[src/rtl/cc_operand_loader_if.sv]
// Operand bus between the upstream feeder and the OR-stage consumer.
// slave = loader side, master = driver/consumer side.
interface cc_operand_loader_if #(
  parameter int NUMBER_DATAWIDTH  = 8,
  parameter int NUMBER_COUNTWIDTH = 8
);
  logic [NUMBER_DATAWIDTH-1:0]  CC_OPLOADER_data_In;
  logic                         CC_OPLOADER_valid_In;
  logic                         CC_OPLOADER_ready_Out;
  logic                         CC_OPLOADER_clear_In;
  logic                         CC_OPLOADER_ack_In;
  logic [NUMBER_DATAWIDTH-1:0]  CC_OPLOADER_data0_Out;
  logic [NUMBER_DATAWIDTH-1:0]  CC_OPLOADER_data1_Out;
  logic                         CC_OPLOADER_opvalid_Out;
  logic [NUMBER_COUNTWIDTH-1:0] CC_OPLOADER_count_Out;

  modport slave (
    input  CC_OPLOADER_data_In, CC_OPLOADER_valid_In, CC_OPLOADER_clear_In, CC_OPLOADER_ack_In,
    output CC_OPLOADER_ready_Out, CC_OPLOADER_data0_Out, CC_OPLOADER_data1_Out,
           CC_OPLOADER_opvalid_Out, CC_OPLOADER_count_Out
  );

  modport master (
    output CC_OPLOADER_data_In, CC_OPLOADER_valid_In, CC_OPLOADER_clear_In, CC_OPLOADER_ack_In,
    input  CC_OPLOADER_ready_Out, CC_OPLOADER_data0_Out, CC_OPLOADER_data1_Out,
           CC_OPLOADER_opvalid_Out, CC_OPLOADER_count_Out
  );
endinterface

[src/rtl/cc_operand_loader.sv]
// Two-beat operand loader: captures operand 0 then operand 1 off a shared bus
// and holds the pair until the consumer acks; counts consumed pairs.
module cc_operand_loader #(
  parameter int NUMBER_DATAWIDTH  = 8,
  parameter int NUMBER_COUNTWIDTH = 8
) (
  input  logic                CC_OPLOADER_CLOCK_50,
  input  logic                CC_OPLOADER_RESET_InLow,
  cc_operand_loader_if.slave  bus
);
  typedef enum logic [1:0] {LOAD_A, LOAD_B, HOLD} state_t;

  state_t                       state, state_nxt;
  logic [NUMBER_DATAWIDTH-1:0]  data0, data1;
  logic [NUMBER_COUNTWIDTH-1:0] count;
  logic                         xfer, ld0, ld1, cnt_inc, clr;

  // ready only sees reset combinationally; everything else is a state decode
  assign bus.CC_OPLOADER_ready_Out   = CC_OPLOADER_RESET_InLow && (state != HOLD);
  assign bus.CC_OPLOADER_opvalid_Out = (state == HOLD);
  assign bus.CC_OPLOADER_data0_Out   = data0;
  assign bus.CC_OPLOADER_data1_Out   = data1;
  assign bus.CC_OPLOADER_count_Out   = count;

  assign xfer = bus.CC_OPLOADER_valid_In && (state != HOLD);

  always_comb begin
    state_nxt = state;
    ld0       = 1'b0;
    ld1       = 1'b0;
    cnt_inc   = 1'b0;
    clr       = 1'b0;
    if (bus.CC_OPLOADER_clear_In) begin
      state_nxt = LOAD_A;
      clr       = 1'b1;
    end else begin
      case (state)
        LOAD_A: if (xfer) begin
          ld0       = 1'b1;
          state_nxt = LOAD_B;
        end
        LOAD_B: if (xfer) begin
          ld1       = 1'b1;
          state_nxt = HOLD;
        end
        HOLD: if (bus.CC_OPLOADER_ack_In) begin
          cnt_inc   = 1'b1;
          state_nxt = LOAD_A;
        end
        default: state_nxt = LOAD_A;
      endcase
    end
  end

  always_ff @(posedge CC_OPLOADER_CLOCK_50) begin
    if (!CC_OPLOADER_RESET_InLow) begin
      state <= LOAD_A;
      data0 <= '0;
      data1 <= '0;
      count <= '0;
    end else begin
      state <= state_nxt;
      if (clr) begin
        data0 <= '0;
        data1 <= '0;
      end else begin
        if (ld0) data0 <= bus.CC_OPLOADER_data_In;
        if (ld1) data1 <= bus.CC_OPLOADER_data_In;
      end
      if (cnt_inc) count <= count + 1'b1;
    end
  end
endmodule

[src/flat_wrapper.sv]
// flat-port wrapper written by rule: the top's interface ports become plain ports
module cc_operand_loader_flat 
#(
  parameter int NUMBER_DATAWIDTH  = 8,
  parameter int NUMBER_COUNTWIDTH = 8
)
  (CC_OPLOADER_CLOCK_50, CC_OPLOADER_RESET_InLow, bus_CC_OPLOADER_data_In, bus_CC_OPLOADER_valid_In, bus_CC_OPLOADER_clear_In, bus_CC_OPLOADER_ack_In, bus_CC_OPLOADER_ready_Out, bus_CC_OPLOADER_data0_Out, bus_CC_OPLOADER_data1_Out, bus_CC_OPLOADER_opvalid_Out, bus_CC_OPLOADER_count_Out);
  cc_operand_loader_if #(.NUMBER_DATAWIDTH(NUMBER_DATAWIDTH), .NUMBER_COUNTWIDTH(NUMBER_COUNTWIDTH)) bus_i ();
  input  logic CC_OPLOADER_CLOCK_50;
  input  logic CC_OPLOADER_RESET_InLow;
  input wire logic [$bits(bus_i.CC_OPLOADER_data_In)-1:0] bus_CC_OPLOADER_data_In;
  input wire logic [$bits(bus_i.CC_OPLOADER_valid_In)-1:0] bus_CC_OPLOADER_valid_In;
  input wire logic [$bits(bus_i.CC_OPLOADER_clear_In)-1:0] bus_CC_OPLOADER_clear_In;
  input wire logic [$bits(bus_i.CC_OPLOADER_ack_In)-1:0] bus_CC_OPLOADER_ack_In;
  output wire logic [$bits(bus_i.CC_OPLOADER_ready_Out)-1:0] bus_CC_OPLOADER_ready_Out;
  output wire logic [$bits(bus_i.CC_OPLOADER_data0_Out)-1:0] bus_CC_OPLOADER_data0_Out;
  output wire logic [$bits(bus_i.CC_OPLOADER_data1_Out)-1:0] bus_CC_OPLOADER_data1_Out;
  output wire logic [$bits(bus_i.CC_OPLOADER_opvalid_Out)-1:0] bus_CC_OPLOADER_opvalid_Out;
  output wire logic [$bits(bus_i.CC_OPLOADER_count_Out)-1:0] bus_CC_OPLOADER_count_Out;
  assign bus_i.CC_OPLOADER_data_In = bus_CC_OPLOADER_data_In;
  assign bus_i.CC_OPLOADER_valid_In = bus_CC_OPLOADER_valid_In;
  assign bus_i.CC_OPLOADER_clear_In = bus_CC_OPLOADER_clear_In;
  assign bus_i.CC_OPLOADER_ack_In = bus_CC_OPLOADER_ack_In;
  assign bus_CC_OPLOADER_ready_Out = bus_i.CC_OPLOADER_ready_Out;
  assign bus_CC_OPLOADER_data0_Out = bus_i.CC_OPLOADER_data0_Out;
  assign bus_CC_OPLOADER_data1_Out = bus_i.CC_OPLOADER_data1_Out;
  assign bus_CC_OPLOADER_opvalid_Out = bus_i.CC_OPLOADER_opvalid_Out;
  assign bus_CC_OPLOADER_count_Out = bus_i.CC_OPLOADER_count_Out;
  cc_operand_loader #(.NUMBER_DATAWIDTH(NUMBER_DATAWIDTH), .NUMBER_COUNTWIDTH(NUMBER_COUNTWIDTH)) u_core (.CC_OPLOADER_CLOCK_50(CC_OPLOADER_CLOCK_50), .CC_OPLOADER_RESET_InLow(CC_OPLOADER_RESET_InLow), .bus(bus_i));
endmodule
[config.mk]
export PLATFORM = sky130hd
export DESIGN_NAME = cc_operand_loader_flat
export DESIGN_NICKNAME = d
export VERILOG_FILES = /design/src/rtl/cc_operand_loader_if.sv /design/src/rtl/cc_operand_loader.sv /design/src/flat_wrapper.sv
export SDC_FILE = /design/constraint.sdc
export NUM_CORES = 1
export LEC_CHECK = 0
export ABC_CLOCK_PERIOD_IN_PS = 3500
export CAP_MARGIN = 40
export CORE_ASPECT_RATIO = 1.25
export CORE_MARGIN = 2
export CORE_UTILIZATION = 45
export CTS_CLUSTER_SIZE = 30
export DETAILED_ROUTE_END_ITERATION = 16
export PLACE_DENSITY = 0.9
export SLEW_MARGIN = 20
export SYNTH_ARGS = -nofsm -noshare
export SYNTH_HDL_FRONTEND = slang
export SYNTH_SLANG_ARGS = --single-unit
export TNS_END_PERCENT = 10
[constraint.sdc]
create_clock -name CC_OPLOADER_CLOCK_50 -period 3.5 [get_ports CC_OPLOADER_CLOCK_50]
set_input_delay 0.875 -clock CC_OPLOADER_CLOCK_50 [delete_from_list [all_inputs] [get_ports CC_OPLOADER_CLOCK_50]]
set_output_delay 0.875 -clock CC_OPLOADER_CLOCK_50 [all_outputs]
set_load 0.01 [all_outputs]
* After elaboration in Yosys (flattened, before gate mapping)
Cells that the tools add are included.
** Storage, ports and cells
- Input port bits :: 13
- Flip-flop bits (word level) :: 26
- Output and inout bits :: 26
** Operators by class
- Add/sub/neg operators :: 1
- Reduce and logical (&&, ||, !) cells :: 6
- Muxes and demuxes :: 13
- Bitwise operators :: 1
- Equal/unequal tests :: 6
** Operators with widths (count)
- 1-bit two-way mux :: 9
- 8-bit by 1-bit adder with 8-bit output, second input constant :: 1
- 2-bit two-way mux :: 3
- 2-bit one-hot mux with 3 select lines :: 1
- 2-bit by 1-bit != test with 1-bit output, second input constant :: 2
- 2-bit != test, second input constant :: 2
- 2-bit OR reduction :: 2
- 3-bit AND reduction :: 1
- 2-bit by 1-bit equality test with 1-bit output, second input constant :: 1
- 2-bit equality test, second input constant :: 1
- 1-bit logical AND :: 2
- 2-bit zero test :: 1
- 1-bit NOT :: 1

* Logic depth before layout (Yosys ltp)
Gate-level depths: netlist of run 1.
- Depth in word-level cells :: 5
- Mapped depth :: 4
- Depth with buffers taken out :: 4

* Least setup slack after synthesis of run 1
No wires, ideal clock.
- Path kind :: in2out
- From :: input CC_OPLOADER_RESET_InLow
- To :: output bus_CC_OPLOADER_ready_Out
- Cell stages on the path :: 2
- Arrival time :: 1.144 ns
- Setup slack :: 1.481 ns
- Path through :: inv_1 > nor2_1
** Between the ends
- Cells in the longest elaborated chain, start to end :: 1
** RTL lines
- from (decl) :: RTL line flat_wrapper.sv:10 : input logic CC_OPLOADER_RESET_InLow;
- 1-bit logical AND :: RTL line cc_operand_loader.sv:19 : assign bus.CC_OPLOADER_ready_Out = CC_OPLOADER_RESET_InLow && (state != HOLD);
- to (decl) :: RTL line flat_wrapper.sv:15 : output wire logic [$bits(bus_i.CC_OPLOADER_ready_Out)-1:0] bus_CC_OPLOADER_ready_Out;
Every way passes these cells.

* Worst setup path in the final report of run 1
Same ends and word-level chain as after synthesis.

==> run summary, run 1 <==
The worst setup skew after layout is roughly 9 ps. The number of iterations in the first detailed-routing pass is 4. For this run, the slowest stage of the critical path takes 540 ps. The number of antenna-violating nets in the routed design is 0. The HPWL after detailed placement came out at roughly 1700 µm. The post-route total power came out at between 500 and 600 µW. The worst register-to-register path begins at u_core.state[1]. The growth of design area from synthesis to finish is 41.4%. In this run the worst hold path is classified as flip-flop to flip-flop. For this design the top-level I/O count stands at 39. For met1 alone, demand over resource in global routing was roughly a fifth.

The number of diodes came out at 0. The transition at the pin with the smallest max-transition slack is 649 ps. The number of DRC markers in iteration 0 came out at 5. By instance count, the cell type seen most on the critical path is clkdlybuf4s50_1. After global routing, the most crowded layer is met2. The met3 usage in global routing is 3.74%. The number of buffers inserted by hold repair at cts is 0. The smallest setup slack after layout came out at between 400 and 500 ps.

For this run, the number of standard cells in the final layout without fillers is 174. The accumulated negative setup slack is 0 ps. The mapped cell area came out at ~0.0010 mm².

The insertion delay to the later sink of the worst-skew pair is approximately 320 ps. The portion of the post-synthesis area used by sequential elements came out at between 40% and 50%. The first element of the critical path is CC_OPLOADER_RESET_InLow. For the finished layout, the period the worst path requires is 3090 ps.

The number of gates resized after cts is 0. STA classifies the critical path endpoint as an output pin. Setup violations remaining at the end of the flow were counted as 0. The largest net degree at the start of global routing came out at 19. The die covers 0.00273 mm².

The number of cells after detailed placement came out at 170. The initial antenna violation count is 0. In this run the horizontal extent of the chip is 47.2 µm.

The buffer cell driving the clock tree root is clkbuf_4. The number of buffers added for setup after CTS is 0. The share of the clock period used by the worst path came out at between 80% and 90%. In this run the cell area measured after placement is ~0.0014 mm².

The count of warnings emitted by yosys came out at 0. STA classifies the critical path startpoint as an input port. The final layout contains 158 nets. For the worst setup path, the data required time is approximately 2600 ps.

In this run the critical register-to-register path is captured at u_core.bus.CC_OPLOADER_count_Out[3]. The flow ran to the end, and the final reports show no timing, DRC or antenna violations. The minimum setup slack among reg-to-reg paths came out at 2070 ps.

The die outline height came out at about 58 µm. In this run, distinct cell masters in the synthesized netlist total 26. The largest fanout on the critical path came out at 8.

Counting along the longest clock path gives a buffer depth of 2. The floorplan has 19 rows. The critical path is of the input port to output pin type. The leakage power came out at about 0.00058 µW. The cell area after layout is 0.00148 mm².

Walking the worst path, the cells encountered are clkdlybuf4s50_1, inv_1, nor2_1, clkdlybuf4s50_1. The number of nets handed over by synthesis was approximately 120. The count of unresolved DRC violations after routing came out at 0. The first global-routing pass estimated between 3000 and 4000 µm of wire. The number of vias in the routed layout is about 880. The critical path arrival came out at between 2000 and 2500 ps. In this run the number of H-tree levels came out at 1. The library cells used most frequently in the layout, excluding fill and tap cells, are 38 x clkdlybuf4s50_1, 26 x dfxtp_1, 19 x nor2_1. The max-cap check violation count is 0. The effective utilization at floorplan is between 40% and 50%. The highest attainable clock frequency came out at approximately 0.32 GHz. The number of flip-flops and latches in the synthesized netlist came out at 26. For this design, the sink count on the clock tree is 26.

Dividing the detail-routed via count by the number of cells gives ~5. The met2 capacity usage during global routing is around a third. The number of cells on the worst reg-to-reg path is 3. The total area inside the core boundary comes to approximately 0.0022 mm². The count of input and output buffers came out at 38. Summed over all layers, the global routing overflow is 0.

Timing analysis after detailed placement gives a worst setup slack of about 410 ps. The TritonCTS clock tree is built. Setup repair after global routing left no endpoint under its margin. The peak supply drop came out at 0.000326 V. The average cell area after synthesis is 9.99 µm².

The timing endpoint of the critical path is bus_CC_OPLOADER_ready_Out. The overall global routing resource usage came out at between 10% and 20%. The number of endpoints with negative hold slack in the final report came out at 0. The routed wire length per instance is roughly 12 µm.

The worst pin sits at a relative slew slack of 56.7%. The total length of routed wires came out at roughly 2200 µm. The final RePlAce weighted congestion is slightly above 0.7.

Among all stages on the critical path, the largest delay is contributed by clkdlybuf4s50_1. The synthesized netlist cell count came out at 105. The count of final max-slew check failures is 0. The number of clock buffers inserted by TritonCTS is 3. Clock-pin slew was measured on the worst setup and hold paths at 140 ps. The power density relative to cell area came out at between 300 and 400 mW/mm².

The number of fill cells in the layout is approximately 180. The via count of the first global-routing pass was 905. The fraction of final layout cells sized beyond drive strength 1 is between 4 and 5%. The library cell used most frequently in the layout, excluding fill and tap cells, is clkdlybuf4s50_1.
-- layer usage --
layer	routed length (µm)	part of all wire, %
met5	0	0
met4	21	0.97
met3	139	6.4
met2	1130	52
met1	882	41
-- how the worst min path moves through the flow --
stage / startpoint / slack (ps) / to / depth (start not counted)
2_1_floorplan: u_core.bus.CC_OPLOADER_count_Out[7] / 490 / u_core.bus.CC_OPLOADER_count_Out[7] / 2
3_3_place_gp: u_core.bus.CC_OPLOADER_count_Out[7] / 460 / u_core.bus.CC_OPLOADER_count_Out[7] / 2
3_5_place_dp: u_core.bus.CC_OPLOADER_count_Out[7] / 470 / u_core.bus.CC_OPLOADER_count_Out[7] / 2
4_1_cts: u_core.bus.CC_OPLOADER_count_Out[7] / 490 / u_core.bus.CC_OPLOADER_count_Out[7] / 2
5_1_grt: u_core.bus.CC_OPLOADER_count_Out[7] / 510 / u_core.bus.CC_OPLOADER_count_Out[7] / 2
6_report: u_core.bus.CC_OPLOADER_count_Out[7] / 500 / u_core.bus.CC_OPLOADER_count_Out[7] / 2
-- cells by family (layout without fill, tap and decap cells) --
logic type,count (synthesis),after routing,synth area share (%)
compound gates,11,11,6.21
xor+xnor,2,2,1.67
fa+ha+maj,1,1,1.19
buf+inv,9,47,4.18
flops,26,26,49.6
mux,18,18,17.2
simple gates,38,38,19.9
-- synthesized netlist by cell type --
cell	number	area (µm²)
nor3_1	1	5.00
or4_1	4	30.0
nor2b_1	1	6.26
nand3_1	1	5.00
clkbuf_1	1	3.75
nand2_1	3	11.3
nand4_1	1	6.26
buf_2	2	10.0
dfxtp_1	26	521
nand4bb_4	1	27.5
xor2_1	1	8.76
xnor2_1	1	8.76
o21ai_0	1	5.00
inv_1	4	15.0
nor3b_1	1	7.51
nand3b_1	1	7.51
or3_1	1	6.26
o31ai_1	4	30.0
buf_1	1	3.75
nand2b_1	3	18.8
a21oi_1	6	30.0
nor2_1	19	71.3
ha_1	1	12.5
nor4_1	1	6.26
mux2i_1	18	180
buf_6	1	11.3
-- state kept, by name, indices dropped and copies added (netlist names) --
signal / count
u_core.bus.CC_OPLOADER_count_Out: 8
u_core.bus.CC_OPLOADER_data0_Out: 8
u_core.bus.CC_OPLOADER_data1_Out: 8
u_core.state: 2
-- critical path, delay by kind of cell --
kind                   cells  cell delay [ps]
buffers and inverters      3             1190
and+or+nand+nor            1              140
-- stage by stage --
step | util (%) | hold WS, ps
final | 67.1 | 500
after global routing | 67.1 | 507
after CTS | 67.1 | 494
after detailed placement | 65.4 | 474
after global placement | 65.4 | 457
after floorplan | - | 486
-- area by class of cell --
class | count | area, µm² | share of cell area, %
repair buffers | 39 | 388 | 26.2
multi-input cells | 70 | 484 | 32.7
flip-flops and latches | 26 | 520 | 35.1
clock buffers | 4 | 36.3 | 2.45
inverters | 4 | 15.0 | 1.01
well taps | 31 | 38.8 | 2.62
-- power by group --
group	internal (µW)	switching, µW	total (µW)
clock	63.6	87.3	151
combinational	32.3	22.4	54.7
sequential	301	3.23	304
total	397	113	510
(Power assumes the default switching activity.)
==> run 2, diff against run 1 <==
--- a/config.mk
+++ b/config.mk
@@ -12,6 +12,7 @@
 export CORE_UTILIZATION = 45
 export CTS_CLUSTER_SIZE = 30
 export DETAILED_ROUTE_END_ITERATION = 16
+export GPL_TIMING_DRIVEN = 0
 export PLACE_DENSITY = 0.9
 export SLEW_MARGIN = 20
 export SYNTH_ARGS = -nofsm -noshare
==> run 2 against run 1 <==
Net effect: cell count grew 1.7%; largest cell class unchanged; total power fell by 6.1%; critical path type unchanged; global-route usage up 0.72 points; worst setup slack gained 2.7 ps.
==> run summary, run 2 (synthesis results as in run 1) <==
The I/O pin total came out at 39. The growth of design area from synthesis to finish is 42.1%. The share of the clock period used by the worst path came out at 88.2%.

Before antenna repair, the detailed router went through 4 iterations. The via density per instance is 5.15. The final RePlAce weighted congestion came out at a little under 0.8. The cell area after layout came out at between 0.001 and 0.0015 mm². The deepest clock path buffer count is 2. The effective utilization at floorplan is 47.4%. The worst min-delay path class is flip-flop to flip-flop. The total placed instance area is between 0.001 and 0.0015 mm².

The highest attainable clock frequency came out at about 0.32 GHz. Setup violations remaining at the end of the flow were counted as 0. The library cell used most frequently in the layout, excluding fill and tap cells, is clkdlybuf4s50_1. The die outline height came out at 58.0 µm. Summing over every cut layer, the via total after detailed routing is approximately 910. The worst setup path is of the input port to output pin kind. The insertion delay to the later sink of the worst-skew pair came out at ~300 ps.

The count of input and output buffers came out at 38. In this run the number of H-tree levels came out at 1. The number of clock buffers inserted by TritonCTS came out at 3. The time the final worst path needs with I/O delays and setup is just over 3000 ps. For this design, the sink count on the clock tree is 26. Summed over all cells, the static leakage comes to between 0.0005 and 0.0006 µW. The routed wire length per instance is 12.3 µm. The remaining global-route overflow came out at 0. The number of buffers added for setup after CTS is 0. The HPWL after detailed placement came out at about 1800 µm. Setup repair after global routing left no endpoint under its margin. The tree is rooted in a clkbuf_4.

The fraction of final layout cells sized beyond drive strength 1 is ~4.8%. The tool flagged a number of max-cap violations equal to 0. Of all nets on the critical path, the largest fanout is 8. For this run, design rule violations remaining after detail routing come to 0.

The number of gates resized after cts is 0. In this run the core area contains 19 standard-cell rows. The overall global routing resource usage came out at between 10% and 20%.

The number of endpoints with negative hold slack in the final report came out at 0. The total length of routed wires is 2170 µm. The width of the die came out at between 40 and 50 µm. The worst-case IR drop observed on VDD is 0.000349 V. The number of diodes came out at 0. The flow ran to the end, and the final reports show no timing, DRC or antenna violations. The number of buffers inserted by hold repair at cts is 0. The worst setup skew after layout came out at 4.23 ps. The initial antenna violation count was 0. The power density relative to cell area is 321 mW/mm².

The critical path arrival came out at around 2200 ps. TritonCTS built the clock tree. The worst setup path is captured at an output pin.

The via count of the first global-routing pass is 942. The required time at the worst-slack endpoint came out at between 2000 and 3000 ps. The minimum setup slack among reg-to-reg paths came out at 2100 ps. The global-route wire length before repair came out at 3890 µm. The number of DRC markers in iteration 0 came out at 10. The number of antenna-violating nets in the routed design is 0. The number of nets in the layout is roughly 160. The count of final max-slew check failures came out at 0.

The clock input transition at the sequential cells of the worst setup and hold paths came out at roughly 120 ps. The transition at the pin with the smallest max-transition slack came out at roughly 430 ps. The largest net degree at the start of global routing came out at 14. The tightest slew margin relative to the limit came out at between 70 and 80%.

The library cells used most frequently in the layout, excluding fill and tap cells, are 38 x clkdlybuf4s50_1, 26 x dfxtp_1, 19 x nor2_1. STA classifies the critical path startpoint as an input port. The floorplan die area is 0.00273 mm². The core region is 0.00221 mm². The accumulated negative setup slack came out at 0 ps.
-- run 2: cell count changes in the layout (fill, tap and decap cells not counted) --
cell / delta
clkbuf_1: +1
buf_6: +1
clkbuf_8: -1
buf_1: +1
buf_2: +2
buf_4: -1
-- run 2: worst max-delay path, stage by stage --
cell and delay (ps):
clkdlybuf4s50_1 520, inv_1 150, nor2_1 120, clkdlybuf4s50_1 540
-- run 2: path summary, 6_finish.rpt --
check / from / to / depth (start not counted)
min: u_core.bus.CC_OPLOADER_count_Out[7] / u_core.bus.CC_OPLOADER_count_Out[7] / 2
max: CC_OPLOADER_RESET_InLow / bus_CC_OPLOADER_ready_Out / 4
min reg2reg: u_core.bus.CC_OPLOADER_count_Out[7] / u_core.bus.CC_OPLOADER_count_Out[7] / 2
max reg2reg: u_core.bus.CC_OPLOADER_count_Out[0] / u_core.bus.CC_OPLOADER_count_Out[4] / 4
-- run 2: report_power, final --
part	internal [µW]	leakage (µW)	switching, µW
clock	40.1	0.0000138	79.0
combinational	32.5	0.000355	23.2
sequential	301	0.000210	3.16
-- run 2: per-layer routing --
layer / global-route usage, % / wire, µm / up-vias
li1: - / - / 447
met1: 22.2 / 885 / 427
met2: 33.3 / 1130 / 36
met3: 4.36 / 152 / 2
met4: 4.76 / 6 / 0
met5: 0 / 0 / -
-- run 2: layout make-up --
cell class                 count  area (µm²)
fill                         178         721
sequential                    26         520
multi-input combinational     70         484
timing repair buffer          38         380
tap                           31        38.8
buffer                         5        28.8
clock buffer                   3        22.5
inverter                       4        15.0
-- run 2: stage by stage --
| stage | hold WS (ps) | setup WS (ps) | power, µW | std cells | utilization, % |
|---|---|---|---|---|---|
| detailed placement | 469 | 408 | 367 | 174 | 66.4 |
| global route | 516 | 340 | 499 | 177 | 67.4 |
| CTS | 486 | 405 | 484 | 177 | 67.4 |
| global placement | 454 | 398 | 365 | 174 | 66.4 |
| floorplan | 486 | 1480 | 336 | 105 | - |
| finish | 483 | 412 | 479 | 177 | 67.4 |
